===== src/rtl/fetch_unit_if.sv =====
// Instruction-memory request/grant bus between the fetch unit and imem.
// Responses return in request order, earliest one cycle after the grant.
interface fetch_unit_if;
  logic        imem_req_o;
  logic [31:0] imem_addr_o;
  logic        imem_gnt_i;
  logic        imem_rvalid_i;
  logic [31:0] imem_rdata_i;

  modport master (
    output imem_req_o, imem_addr_o,
    input  imem_gnt_i, imem_rvalid_i, imem_rdata_i
  );

  modport slave (
    input  imem_req_o, imem_addr_o,
    output imem_gnt_i, imem_rvalid_i, imem_rdata_i
  );
endinterface


===== src/rtl/fetch_unit.sv =====
// Fetch stage: owns the fetch PC, issues imem word requests under a 2-credit
// budget, buffers returned instructions and handles stall/flush redirect.
module fetch_fifo2 #(
  parameter int W = 32
) (
  input  logic         clk_i,
  input  logic         rst_i,
  input  logic         clr_i,
  input  logic         push_i,
  input  logic [W-1:0] din_i,
  input  logic         pop_i,
  output logic [W-1:0] dout_o,
  output logic [1:0]   cnt_o
);
  logic [W-1:0] e0_q, e0_d, e1_q, e1_d;
  logic [1:0]   cnt_q, cnt_d;

  always_comb begin
    e0_d  = e0_q;
    e1_d  = e1_q;
    cnt_d = cnt_q;
    if (clr_i) begin
      cnt_d = 2'd0;
    end else begin
      unique case ({push_i, pop_i})
        2'b11: begin
          // Entry 0 is always the head; a simultaneous push/pop slides entry 1 down.
          if (cnt_q == 2'd2) begin
            e0_d = e1_q;
            e1_d = din_i;
          end else begin
            e0_d = din_i;
          end
        end
        2'b10: begin
          if (cnt_q == 2'd0) e0_d = din_i;
          else               e1_d = din_i;
          cnt_d = cnt_q + 2'd1;
        end
        2'b01: begin
          e0_d  = e1_q;
          cnt_d = cnt_q - 2'd1;
        end
        default: ;
      endcase
    end
  end

  always_ff @(posedge clk_i or negedge rst_i) begin
    if (!rst_i) begin
      e0_q  <= '0;
      e1_q  <= '0;
      cnt_q <= 2'd0;
    end else begin
      e0_q  <= e0_d;
      e1_q  <= e1_d;
      cnt_q <= cnt_d;
    end
  end

  assign dout_o = e0_q;
  assign cnt_o  = cnt_q;
endmodule

module fetch_unit #(
  parameter logic [31:0] PC_RESET  = 32'h0000_0000,
  parameter int          MAX_OUTST = 2
) (
  input  logic                clk_i,
  input  logic                rst_i,
  input  logic                stall_i,
  input  logic                flush_i,
  input  logic [31:0]         branch_target_i,
  fetch_unit_if.master        imem,
  output logic                inst_valid_o,
  output logic [31:0]         inst_o,
  output logic [31:0]         pc_o
);
  logic [31:0] fetch_pc_q, fetch_pc_d;
  logic [1:0]  outst_q, outst_d;
  logic [1:0]  disc_q, disc_d;
  logic        run_q, run_d;

  logic        grant, rsp_acc, rsp_keep, iq_pop;
  logic [31:0] af_dout;
  logic [1:0]  af_cnt, iq_cnt;
  logic [63:0] iq_dout;

  // run_q keeps the request line low while reset is asserted.
  assign run_d    = 1'b1;
  assign rsp_acc  = imem.imem_rvalid_i && (outst_q != 2'd0);
  assign rsp_keep = rsp_acc && (disc_q == 2'd0);
  assign grant    = imem.imem_req_o && imem.imem_gnt_i;
  assign iq_pop   = inst_valid_o && !stall_i;

  // Credit counts both in-flight requests and buffered instructions, so every
  // response is guaranteed a queue slot.
  assign imem.imem_req_o  = run_q && !flush_i &&
                            (({1'b0, outst_q} + {1'b0, iq_cnt}) < 3'(MAX_OUTST));
  assign imem.imem_addr_o = fetch_pc_q;

  fetch_fifo2 #(.W(32)) u_addr_fifo (
    .clk_i  (clk_i),
    .rst_i  (rst_i),
    .clr_i  (flush_i),
    .push_i (grant),
    .din_i  (fetch_pc_q),
    .pop_i  (rsp_keep),
    .dout_o (af_dout),
    .cnt_o  (af_cnt)
  );

  fetch_fifo2 #(.W(64)) u_inst_q (
    .clk_i  (clk_i),
    .rst_i  (rst_i),
    .clr_i  (flush_i),
    .push_i (rsp_keep),
    .din_i  ({af_dout, imem.imem_rdata_i}),
    .pop_i  (iq_pop),
    .dout_o (iq_dout),
    .cnt_o  (iq_cnt)
  );

  always_comb begin
    fetch_pc_d = fetch_pc_q;
    outst_d    = outst_q + {1'b0, grant} - {1'b0, rsp_acc};
    disc_d     = disc_q;
    if (flush_i) begin
      fetch_pc_d = {branch_target_i[31:2], 2'b00};
      // Everything still in flight after this cycle belongs to the old path.
      disc_d     = outst_q - {1'b0, rsp_acc};
    end else begin
      if (grant) fetch_pc_d = fetch_pc_q + 32'd4;
      if (rsp_acc && (disc_q != 2'd0)) disc_d = disc_q - 2'd1;
    end
  end

  always_ff @(posedge clk_i or negedge rst_i) begin
    if (!rst_i) begin
      fetch_pc_q <= PC_RESET;
      outst_q    <= 2'd0;
      disc_q     <= 2'd0;
      run_q      <= 1'b0;
    end else begin
      fetch_pc_q <= fetch_pc_d;
      outst_q    <= outst_d;
      disc_q     <= disc_d;
      run_q      <= run_d;
    end
  end

  assign inst_valid_o = (iq_cnt != 2'd0);
  assign inst_o       = inst_valid_o ? iq_dout[31:0]  : 32'h0;
  assign pc_o         = inst_valid_o ? iq_dout[63:32] : 32'h0;

  logic unused_ok;
  assign unused_ok = ^af_cnt;
endmodule

===== src/flat_wrapper.sv =====
// flat-port wrapper written by rule: the top's interface ports become plain ports
module fetch_unit_flat 
#(
  parameter logic [31:0] PC_RESET  = 32'h0000_0000,
  parameter int          MAX_OUTST = 2
)
  (clk_i, rst_i, stall_i, flush_i, branch_target_i, inst_valid_o, inst_o, pc_o, imem_imem_req_o, imem_imem_addr_o, imem_imem_gnt_i, imem_imem_rvalid_i, imem_imem_rdata_i);
  fetch_unit_if imem_i ();
  input  logic clk_i;
  input  logic rst_i;
  input  logic stall_i;
  input  logic flush_i;
  input  logic [31:0] branch_target_i;
  output logic inst_valid_o;
  output logic [31:0] inst_o;
  output logic [31:0] pc_o;
  output wire logic [$bits(imem_i.imem_req_o)-1:0] imem_imem_req_o;
  output wire logic [$bits(imem_i.imem_addr_o)-1:0] imem_imem_addr_o;
  input wire logic [$bits(imem_i.imem_gnt_i)-1:0] imem_imem_gnt_i;
  input wire logic [$bits(imem_i.imem_rvalid_i)-1:0] imem_imem_rvalid_i;
  input wire logic [$bits(imem_i.imem_rdata_i)-1:0] imem_imem_rdata_i;
  assign imem_imem_req_o = imem_i.imem_req_o;
  assign imem_imem_addr_o = imem_i.imem_addr_o;
  assign imem_i.imem_gnt_i = imem_imem_gnt_i;
  assign imem_i.imem_rvalid_i = imem_imem_rvalid_i;
  assign imem_i.imem_rdata_i = imem_imem_rdata_i;
  fetch_unit #(.PC_RESET(PC_RESET), .MAX_OUTST(MAX_OUTST)) u_core (.clk_i(clk_i), .rst_i(rst_i), .stall_i(stall_i), .flush_i(flush_i), .branch_target_i(branch_target_i), .imem(imem_i), .inst_valid_o(inst_valid_o), .inst_o(inst_o), .pc_o(pc_o));
endmodule

===== config.mk =====
export PLATFORM = sky130hd
export DESIGN_NAME = fetch_unit_flat
export DESIGN_NICKNAME = d
export VERILOG_FILES = /design/src/rtl/fetch_unit_if.sv /design/src/rtl/fetch_unit.sv /design/src/flat_wrapper.sv
export SDC_FILE = /design/constraint.sdc
export NUM_CORES = 1
export LEC_CHECK = 0
export CAP_MARGIN = 20
export CELL_PAD_IN_SITES_DETAIL_PLACEMENT = 0
export CELL_PAD_IN_SITES_GLOBAL_PLACEMENT = 1
export CORE_ASPECT_RATIO = 0.8
export CORE_MARGIN = 10
export CORE_UTILIZATION = 43
export CTS_BUF_LIST = sky130_fd_sc_hd__clkbuf_16
export CTS_CLUSTER_DIAMETER = 100
export DETAILED_ROUTE_END_ITERATION = 8
export PLACE_DENSITY_LB_ADDON = 0.1
export RECOVER_POWER = 25
export SLEW_MARGIN = 20
export SYNTH_ARGS = -nofsm -noshare
export SYNTH_HDL_FRONTEND = slang
export SYNTH_SLANG_ARGS = --single-unit

===== constraint.sdc =====
create_clock -name clk_i -period 4.2 [get_ports clk_i]
set_clock_uncertainty 0.15 [all_clocks]
set_input_delay 0.63 -clock clk_i [delete_from_list [all_inputs] [get_ports clk_i]]
set_output_delay 0.63 -clock clk_i [all_outputs]
set_load 0.01 [all_outputs]

; Yosys cells after proc, flatten, opt, wreduce, memory -nomap -nowiden
; Cells that the tools add are included.
; W data, S select, Z words.
[word_totals]
output_inout_bits = 98
input_bits = 70
elab_cells = 85
regBits = 233
[classes]
n_eq_ne = 14
magnitude_cmp = 1
n_bitwise = 1
mux = 22
addsub = 10
n_reduce_logical = 27
[ops]
columns = operator, n
row1 = $mux W32, 8
row2 = $mux W64, 4
row3 = $pmux W64 S3, 1
row4 = $pmux W64 S2, 1
row5 = $pmux W32 S3, 1
row6 = $pmux W32 S2, 1
row7 = $add A32 B3 Y32 const B, 1
row8 = $reduce_bool A2 Y1, 7
row9 = $eq A2 B2 Y1 const B, 6
row10 = $ne A2 B2 Y1 const B, 6
row11 = $reduce_bool A3 Y1, 4
row12 = $mux W2, 4
row13 = $pmux W2 S2, 2
row14 = $reduce_and A4 Y1, 2
row15 = $logic_and A1 B1 Y1, 7
row16 = $logic_not A2 Y1, 3
row17 = $reduce_and A3 Y1, 2
row18 = $sub A2 B1 Y2 const B, 3
row19 = $add A2 B1 Y2 const B, 2
row20 = $eq A2 B1 Y1 const B, 2
row21 = $sub A2 B1 Y2, 2
row22 = $add A2 B2 Y3, 1
row23 = $lt A3 B2 Y1 const B, 1
row24 = $add A2 B1 Y2, 1
row25 = 2 further kinds, 3

; Logic depth before layout (Yosys ltp)
; Gate-level depths: netlist (run 1).
[logic_depth]
ltp_word = 7
depth_mapped = 13
ltp_nobuf = 10

; Modules after synthesis
; Synthesis (run 1) repeated with hierarchy kept, for this count alone.
[unflattened]
cells_unflattened = 1225
area_unflattened_um2 = 13156.4
[modules_own_cells]
columns = module, seq_area_each_um2, area_per_inst_um2, cells_each, n_inst
row1 = fetch_fifo2 at u_core.u_inst_q, 3253.1, 6887.9, 611, 1
row2 = fetch_fifo2 at u_core.u_addr_fifo, 1651.6, 3723.6, 319, 1
row3 = fetch_unit, 875.8, 2544.9, 295, 1

; Worst setup path after synthesis (run 1)
; OpenSTA, ideal clock, no wires.
[synth_timing]
path_type = reg2reg
from = register u_core.u_inst_q.cnt_q[0], in the netlist u_core.u_inst_q.cnt_o[0]
to = register u_core.u_addr_fifo.e1_q[25]
setup_time_ps = 125
setup_slack_ps = 1029
n_path_buf = 3
period_less_slack_ps = 3171
arrival_ps = 2896
path_stages_with_launch = 12
path_cell_list = dfrtp_1 buf_2 and2_1 fa_1 and4bb_2 nand2b_1 inv_1 ha_1 clkbuf_1 o221ai_1 clkbuf_1 mux2_2
[synth_via]
elab_chain_cells = 7
[synth_rtl]
columns = element, line
row1 = from (decl), fetch_unit.sv:16  ; logic [1:0] cnt_q, cnt_d;
row2 = from (signal assigned), fetch_unit.sv:57  ; cnt_q <= cnt_d;
row3 = $add A2 B2 Y3 (*), fetch_unit.sv:99  ; (({1'b0, outst_q} + {1'b0, iq_cnt}) < 3'(MAX_OUTST));
row4 = $lt A3 B2 Y1 (*), fetch_unit.sv:99
row5 = $logic_and A1 B1 Y1 (*), fetch_unit.sv:98  ; assign imem.imem_req_o = run_q && !flush_i &&
row6 = $logic_and A1 B1 Y1 (*), fetch_unit.sv:93  ; assign grant = imem.imem_req_o && imem.imem_gnt_i;
row7 = $eq A2 B2 Y1, fetch_unit.sv:25  ; unique case ({push_i, pop_i})
row8 = $ne A2 B2 Y1 (no line) or $reduce_bool A2 Y1 (tied branches), n/a
row9 = $reduce_and A4 Y1 (no line), n/a
row10 = to (signal assigned), fetch_unit.sv:52  ; e1_q <= '0;
row11 = to (signal assigned), fetch_unit.sv:56  ; e1_q <= e1_d;
row12 = to (decl), fetch_unit.sv:15  ; logic [W-1:0] e0_q, e0_d, e1_q, e1_d;
; Every way passes the cells marked *; elsewhere a longest branch is shown, timed or not.
; A chain may end at the register's enable or synchronous reset.

; Final worst setup path (run 1)
[layout_timing]
from = register u_core.u_inst_q.cnt_q[0], in the netlist u_core.u_inst_q.cnt_o[0]
to = output port pc_o[3]
[layout_via]
elab_chain_cells = 2
[layout_rtl]
columns = element, line
row1 = $reduce_bool A2 Y1, fetch_unit.sv:152  ; assign inst_valid_o = (iq_cnt != 2'd0);
row2 = $mux W32, fetch_unit.sv:154  ; assign pc_o = inst_valid_o ? iq_dout[63:32] : 32'h0;
row3 = to (decl), flat_wrapper.sv:16  ; output logic [31:0] pc_o;
; Every way passes these cells.

==> results of run 1 <==
power breakdown:
group / switching (mW) / internal [mW]
logic: 1.87 / 1.39
clock network: 0.930 / 1.28
registers: 0.491 / 2.80
synth_stat cells, types with 3 or more instances:
cell type	number	share of area
sky130_fd_sc_hd__a21oi_1	7	0.0028
sky130_fd_sc_hd__mux2_2	96	0.087
sky130_fd_sc_hd__nand4_1	10	0.0050
sky130_fd_sc_hd__o21ai_0	146	0.059
sky130_fd_sc_hd__clkbuf_1	80	0.024
sky130_fd_sc_hd__buf_2	19	0.0076
sky130_fd_sc_hd__a22oi_1	62	0.037
sky130_fd_sc_hd__clkbuf_8	3	0.0033
sky130_fd_sc_hd__dfrtp_1	226	0.45
sky130_fd_sc_hd__a311oi_1	29	0.020
sky130_fd_sc_hd__o21ai_1	11	0.0044
sky130_fd_sc_hd__nor3_1	7	0.0028
sky130_fd_sc_hd__xor2_1	12	0.0084
sky130_fd_sc_hd__and3_2	3	0.0018
sky130_fd_sc_hd__nor2_1	17	0.0051
sky130_fd_sc_hd__nand2_1	411	0.12
sky130_fd_sc_hd__nand3_1	9	0.0036
sky130_fd_sc_hd__nor4_4	4	0.0068
sky130_fd_sc_hd__a21o_1	29	0.017
sky130_fd_sc_hd__and4_1	4	0.0028
sky130_fd_sc_hd__mux2i_1	3	0.0024
sky130_fd_sc_hd__nor2b_1	3	0.0015
sky130_fd_sc_hd__buf_4	5	0.0030
sky130_fd_sc_hd__buf_1	8	0.0024
sky130_fd_sc_hd__and2_1	68	0.034
sky130_fd_sc_hd__xnor2_1	23	0.016
sky130_fd_sc_hd__nand2b_1	3	0.0015
sky130_fd_sc_hd__inv_1	12	0.0036
sky130_fd_sc_hd__a221oi_1	30	0.021
sky130_fd_sc_hd__ha_1	13	0.013
layer usage:
layer / part of all wire / global-route usage / vias up
li1: - / - / 4958
met1: 0.46 / 0.253 / 4974
met2: 0.47 / 0.311 / 192
met3: 0.050 / 0.0320 / 33
met4: 0.014 / 0.0343 / 0
met5: 0 / 0 / -
worst register-to-register path, stage by stage, from the launching register on:
cell and delay [ns]:
sky130_fd_sc_hd__dfrtp_1 0.51, sky130_fd_sc_hd__and2_1 0.20, sky130_fd_sc_hd__fa_1 0.45, sky130_fd_sc_hd__and4bb_2 0.33
sky130_fd_sc_hd__nand2b_1 0.13, sky130_fd_sc_hd__inv_1 0.13, sky130_fd_sc_hd__ha_1 0.38, sky130_fd_sc_hd__o21ai_0 0.18
sky130_fd_sc_hd__nand2_2 0.11, sky130_fd_sc_hd__buf_4 0.29, sky130_fd_sc_hd__buf_4 0.32, sky130_fd_sc_hd__a311oi_1 0.09
sky130_fd_sc_hd__a21o_1 0.16
registers in the layout, summed over array words and instances (netlist names):
signal,cells
u_core.u_inst_q.dout_o,63
u_core.u_inst_q.e1_q,63
u_core.u_addr_fifo.dout_o,31
u_core.imem.imem_addr_o,30
u_core.u_addr_fifo.e1_q,30
u_core.disc_q,2
u_core.outst_q,2
u_core.u_addr_fifo.cnt_o,2
u_core.u_inst_q.cnt_o,2
u_core.run_q,1
layout make-up:
class / count / area [sq um] / area share
multi-input cells: 1023 / 6220 / 0.412
well taps: 370 / 463 / 0.0307
flip-flops and latches: 226 / 5660 / 0.374
repair buffers: 192 / 1900 / 0.126
clock inverters: 19 / 140 / 0.00928
inverters: 12 / 46.3 / 0.00307
clock buffers: 27 / 676 / 0.0447
per-stage QoR:
stage	area (sq um)	util
3_5_place_dp	14300	0.503
6_report	15100	0.531
4_1_cts	15100	0.532
3_3_place_gp	14300	0.503
2_1_floorplan	12400	-
5_1_grt	15100	0.531
repair_timing:
| item | in CTS | in global routing |
|---|---|---|
| gates resized for setup | 0 | 0 |
| hold buffers | 1 | 0 |
| hold endpoints to repair | 70 | 0 |
kinds of logic (layout without fill, tap and decap cells):
family,Yosys count,in the layout,synth area share
flip-flops,226,226,0.455
multiplexers,99,99,0.0893
AND/OR/NAND/NOR,553,553,0.200
AO/OA/AOI/OAI,319,319,0.166
XOR/XNOR,35,35,0.0246
buffers and inverters,131,250,0.0502
other,2,3,0.000604
adder cells (fa/ha/maj),14,14,0.0147
worst max path at each step:
stage | startpoint | endpoint | slack, ns | cells past startpoint
6_report | u_core.u_inst_q.cnt_o[0]$_DFFE_PN0P_ | pc_o[3] | 0.32 | 4
5_1_grt | u_core.u_inst_q.cnt_o[0]$_DFFE_PN0P_ | pc_o[10] | 0.06 | 4
4_1_cts | u_core.u_inst_q.cnt_o[0]$_DFFE_PN0P_ | pc_o[13] | 0.46 | 4
3_5_place_dp | imem_imem_rvalid_i | u_core.u_addr_fifo.e1_q[21]$_DFFE_PN0P_ | 0.60 | 8
3_3_place_gp | imem_imem_rvalid_i | u_core.u_addr_fifo.e1_q[15]$_DFFE_PN0P_ | 0.61 | 8
2_1_floorplan | u_core.u_inst_q.cnt_o[0]$_DFFE_PN0P_ | u_core.u_addr_fifo.e1_q[25]$_DFFE_PN0P_ | 1.03 | 11
==> metrics.md, run 1 <==
| Metric | Value |
|---|---|
| Count of pins over their slew limit | `75` |
| Post-synthesis cell type count | `52` |
| Register bit total from synthesis | `226` |
| Clock tree from TritonCTS | `built` |
| TritonRoute pass-1 iters | `5` |
| Placed cell count | `1,822` |
| Number of antenna repair diodes | `0` |
| Clock root buffer | `sky130_fd_sc_hd__clkbuf_16` |
| Cell area after technology mapping | `12,400 sq um` |
| Number of maximum-capacitance constraint violations | `1` |
| DP Wirelength | `22,000 um` |
| Routed WL per cell | `18.4 um` |
| Share of the clock period used by the worst path | `0.924` |
| Number of remaining DRC errors | `0` |
| Leading cell types in the layout, fill and taps excluded | `sky130_fd_sc_hd__nand2_1, sky130_fd_sc_hd__dfrtp_1, sky130_fd_sc_hd__clkdlybuf4s50_1, sky130_fd_sc_hd__o21ai_0, sky130_fd_sc_hd__mux2_2` |
| Clock sink total | `226` |
| IO buf count | `163` |
| Largest net degree at the start of global routing | `116` |
| Category of the worst setup path capture point | `output port` |
| Final weighted congestion in routability-driven placement | `0.800` |
| PnR worst setup slack | `0.321 ns` |
| Data arrival time of the critical path | `3.10 ns` |
| Avg Synthesized Cell Area | `9.02 sq um` |
| CORE AREA | `28,400 sq um` |
| Worst Reg2Reg Path Length in Cells | `12` |
| Final hold violations | `0` |
| GRT Residual Overflow | `0` |
| Violated checks | `max-capacitance violations, max-slew violations` |
| Synthesis-to-layout area growth | `21.4%` |
| Smallest hold slack | `0.319 ns` |
| Drt total wl | `34,300 um` |
| Antenna violations before repair | `0` |
| H-Tree Depth | `1` |
| Vias in the first global route | `9,910` |
| Chip height | `172 um` |
| Result of the run | `finished, violations left` |
| Biggest cell delay along the critical path | `0.75 ns` |
| Slowest stage cell on the critical path | `sky130_fd_sc_hd__clkinv_2` |
| Part of the Yosys area used for sequential elements | `0.455` |
| Launching point of the worst reg2reg path | `u_core.u_inst_q.cnt_o[0]$_DFFE_PN0P_` |
| Clock buffer count from CTS | `26` |
| Global Route Usage Sum | `0.187` |
| Crit-path max FO | `65` |
| Horiz. Die Dim | `210 um` |
| Setup TNS | `0 ns` |
| Least-Margin Pin Slew | `2.10 ns` |
| Asr flop ratio synth | `1.00` |
| Element type at the critical path start | `register` |
| Pre-CTS worst setup slack | `0.599 ns` |
| Final Power | `8.76 mW` |
| First-pass GRT wire length | `55,500 um` |
| Worst relative slew slack | `-0.403` |
| DR vias | `10,200` |
| Number of buffers inserted by post-CTS setup repair | `0` |
| Number of I/O pins | `168` |
| Lkg Pwr | `6.81 nW` |
| Crit-path cells | `nor2_1, clkinv_2, and2_1, clkdlybuf4s50_1` |
| Post-route insts no fill | `1,869` |
| Achievable Freq | `258 MHz` |
| Endpoints failing setup | `0` |
| Type of the worst setup path | `register to output port` |
| Via density per instance | `5.43` |
| Cell count after synthesis | `1,379` |
| Post-layout minimum cycle time | `3.88 ns` |
| Register-to-register setup slack | `0.66 ns` |
| Clock input transition at the sequential cells of the worst setup and hold paths | `0.06 ns` |
| Count of nets after finishing | `1,565` |
| Die Footprint | `36,200 sq um` |
| Count of yosys warnings during synthesis | `0` |
| Crit Reg-Reg Endpoint | `u_core.u_addr_fifo.dout_o[18]$_DFFE_PN0P_` |
| Starting utilization of the core area | `0.438` |
| Most common library cell in the layout ignoring fill and taps | `sky130_fd_sc_hd__nand2_1` |
| Most common flop cell mapped by yosys | `sky130_fd_sc_hd__dfrtp_1` |
| Count of fill cells added during filler insertion | `2,694` |
| Share of cells above drive strength 1 | `0.121` |
| Worst IR Drop VDD | `0.000333 V` |
| Crit path max-delay family | `buffers and inverters` |
| Endpoint required time on the critical path | `3.42 ns` |
| Areal power density over the cells | `580 nW/um^2` |
| Count of flip-flops with a built-in enable after synthesis | `0` |
| Setup repair after global routing missed its margin | `no` |
| Buf/Inv on CP | `2` |
| Hold WC Path Type | `register to register` |
| Number of cells on the worst hold path | `2` |
| Maximum buffer depth of the clock tree | `3` |
| Number of antenna-violating nets in the routed design | `0` |
| Drt first-iter violations | `703` |
| Worst Hold End | `u_core.u_inst_q.dout_o[9]$_DFFE_PN0P_` |
| Total number of placement rows | `55` |
| Origin of the worst min-delay path | `u_core.u_inst_q.dout_o[9]$_DFFE_PN0P_` |
| Clock latency on the worst-skew pair | `0.53 ns` |
Note: power is estimated with default switching activity, not from simulation.
==> run 2, diff against run 1 <==
--- a/config.mk
+++ b/config.mk
@@ -10,10 +10,11 @@
 export CELL_PAD_IN_SITES_GLOBAL_PLACEMENT = 1
 export CORE_ASPECT_RATIO = 0.8
 export CORE_MARGIN = 10
-export CORE_UTILIZATION = 43
+export CORE_UTILIZATION = 49
 export CTS_BUF_LIST = sky130_fd_sc_hd__clkbuf_16
 export CTS_CLUSTER_DIAMETER = 100
 export DETAILED_ROUTE_END_ITERATION = 8
+export DONT_BUFFER_PORTS = 1
 export PLACE_DENSITY_LB_ADDON = 0.1
 export RECOVER_POWER = 25
 export SLEW_MARGIN = 20
==> metrics.md, run 2 (synthesis gave the netlist of run 1 again) <==
| Metric | Value |
|---|---|
| Clock root buffer | `sky130_fd_sc_hd__clkbuf_16` |
| Least-Margin Pin Slew | `1.13 ns (-0.976 ns)` |
| Number of remaining DRC errors | `0 (unchanged)` |
| Crit-path max FO | `35 (-46%)` |
| Share of cells above drive strength 1 | `0.130 (+0.00886)` |
| Maximum buffer depth of the clock tree | `3 (unchanged)` |
| Clock tree from TritonCTS | `built` |
| Routed WL per cell | `19.1 um (+3.9%)` |
| Horiz. Die Dim | `198 um (-5.7%)` |
| Element type at the critical path start | `register` |
| Count of pins over their slew limit | `0 (-100%)` |
| Worst IR Drop VDD | `0.000373 V (+12%)` |
| Count of nets after finishing | `1,393 (-11%)` |
| Drt total wl | `31,500 um (-8.1%)` |
| Share of the clock period used by the worst path | `0.814 (-0.109)` |
| Leading cell types in the layout, fill and taps excluded | `sky130_fd_sc_hd__nand2_1, sky130_fd_sc_hd__dfrtp_1, sky130_fd_sc_hd__o21ai_0, sky130_fd_sc_hd__mux2_2, sky130_fd_sc_hd__and2_1` |
| Clock latency on the worst-skew pair | `0.53 ns (about the same)` |
| Smallest hold slack | `-0.343 ns (-0.662 ns)` |
| Type of the worst setup path | `register to register` |
| Number of antenna-violating nets in the routed design | `0 (unchanged)` |
| Starting utilization of the core area | `0.494 (+0.0564)` |
| Post-route insts no fill | `1,652 (-12%)` |
| Clock buffer count from CTS | `26 (unchanged)` |
| Endpoint required time on the critical path | `4.52 ns (+1.10 ns)` |
| TritonRoute pass-1 iters | `5 (unchanged)` |
| Via density per instance | `5.75 (+5.9%)` |
| Final weighted congestion in routability-driven placement | `0.773 (-3.4%)` |
| Hold WC Path Type | `input pin to async pin` |
| Post-layout minimum cycle time | `3.42 ns (-0.459 ns)` |
| H-Tree Depth | `1 (unchanged)` |
| Drt first-iter violations | `740 (+5.3%)` |
| Data arrival time of the critical path | `3.74 ns (+0.64 ns)` |
| Areal power density over the cells | `617 nW/um^2 (+6.3%)` |
| Synthesis-to-layout area growth | `7.29%` |
| Endpoints failing setup | `0 (unchanged)` |
| Largest net degree at the start of global routing | `227 (+96%)` |
| Vias in the first global route | `9,131 (-7.9%)` |
| IO buf count | `0 (-100%)` |
| Util after Layout | `0.530 (-0.00125)` |
| Die Footprint | `32,200 sq um (-11%)` |
| Global Route Usage Sum | `0.194 (+0.00678)` |
| Most common library cell in the layout ignoring fill and taps | `sky130_fd_sc_hd__nand2_1` |
| Area taken by flip-flops and latches | `5660 sq um (unchanged)` |
| Total number of placement rows | `52 (-5.5%)` |
| First-pass GRT wire length | `51,400 um (-7.4%)` |
| Chip height | `163 um (-5.6%)` |
| Number of maximum-capacitance constraint violations | `0 (-1)` |
| Setup repair after global routing missed its margin | `no` |
| Clock sink total | `226 (unchanged)` |
| Antenna violations before repair | `0 (unchanged)` |
| Quantity of gates resized following cts | `0 (unchanged)` |
| Number of I/O pins | `168 (unchanged)` |
| Category of the worst setup path capture point | `register` |
| DR vias | `9,503 (-6.4%)` |
| Count of fill cells added during filler insertion | `2,326 (-14%)` |
| Achievable Freq | `292 MHz (+13%)` |
| Worst relative slew slack | `0.244 (+0.647)` |
| Violated checks | `negative hold slack` |
| Lkg Pwr | `6.19 nW (-9.2%)` |
| Final hold violations | `226 (+226)` |
| Number of antenna repair diodes | `0 (unchanged)` |
| CORE AREA | `25,200 sq um (-11%)` |
| Area used by multi-input combinational logic | `6230 sq um (+0.22%)` |
| Setup TNS | `0 ns (unchanged)` |
| Number of buffers inserted by post-CTS setup repair | `0 (unchanged)` |
| DP Wirelength | `19,900 um (-9.6%)` |
| Result of the run | `finished, violations left` |
| GRT Residual Overflow | `0 (unchanged)` |
| Clock input transition at the sequential cells of the worst setup and hold paths | `0.06 ns (about the same)` |
| Placed cell count | `1,605 (-12%)` |
run 2: per-layer routing:
layer  up-vias  wire (um)  GRT usage
li1       4630          -          -
met4         0        548     0.0446
met1      4650      14600      0.267
met2       186      14800      0.313
met3        37       1610     0.0326
met5         -          0          0
run 2: layout make-up:
cell class / count / area share
multi-input cells: 1023 / 0.467
flip-flops and latches: 226 / 0.424
clock buffers: 27 / 0.0506
clock inverters: 20 / 0.00984
repair buffers: 20 / 0.0150
well taps: 324 / 0.0304
inverters: 12 / 0.00337
run 2: worst paths after layout:
kind,from,end,slack (ns),cells after the start
max,u_core.u_inst_q.cnt_o[0]$_DFFE_PN0P_,u_core.u_addr_fifo.dout_o[10]$_DFFE_PN0P_,0.78,9
min,rst_i,u_core.u_inst_q.dout_o[59]$_DFFE_PN0P_,-0.34,0
max reg2reg,u_core.u_inst_q.cnt_o[0]$_DFFE_PN0P_,u_core.u_addr_fifo.dout_o[10]$_DFFE_PN0P_,0.78,9
min reg2reg,u_core.u_inst_q.dout_o[1]$_DFFE_PN0P_,u_core.u_inst_q.dout_o[1]$_DFFE_PN0P_,0.32,2
max in group asynchronous,rst_i,u_core.imem.imem_addr_o[30]$_DFFE_PN0P_,3.40,0
min in group clk_i,flush_i,u_core.u_inst_q.cnt_o[1]$_DFFE_PN0P_,0.03,1
run 2: critical path, stage by stage (launching register included):
cell                       delay (ns)
sky130_fd_sc_hd__dfrtp_1         0.47
sky130_fd_sc_hd__and2_1          0.20
sky130_fd_sc_hd__fa_1            0.48
sky130_fd_sc_hd__and4bb_2        0.34
sky130_fd_sc_hd__nand2b_1        0.14
sky130_fd_sc_hd__ha_2            0.81
sky130_fd_sc_hd__buf_4           0.30
sky130_fd_sc_hd__a221oi_1        0.07
sky130_fd_sc_hd__a311oi_1        0.27
sky130_fd_sc_hd__a21o_1          0.12
run 2: where the power goes:
group / switching (mW) / internal, mW
sequential: 0.523 / 2.80
combinational: 1.71 / 1.04
clock: 0.891 / 1.27
total: 3.12 / 5.11
run 2: per-stage QoR:
step           setup slack, ns  power (mW)  hold WS (ns)  instance area [sq um]
2_1_floorplan             1.03        5.37         0.184                  12400
3_3_place_gp             0.812        6.08         0.196                  12500
3_5_place_dp             0.796        6.16         0.197                  12500
4_1_cts                  0.756        8.35        -0.365                  13300
5_1_grt                  0.539        8.91        -0.364                  13300
6_report                 0.780        8.23        -0.343                  13300
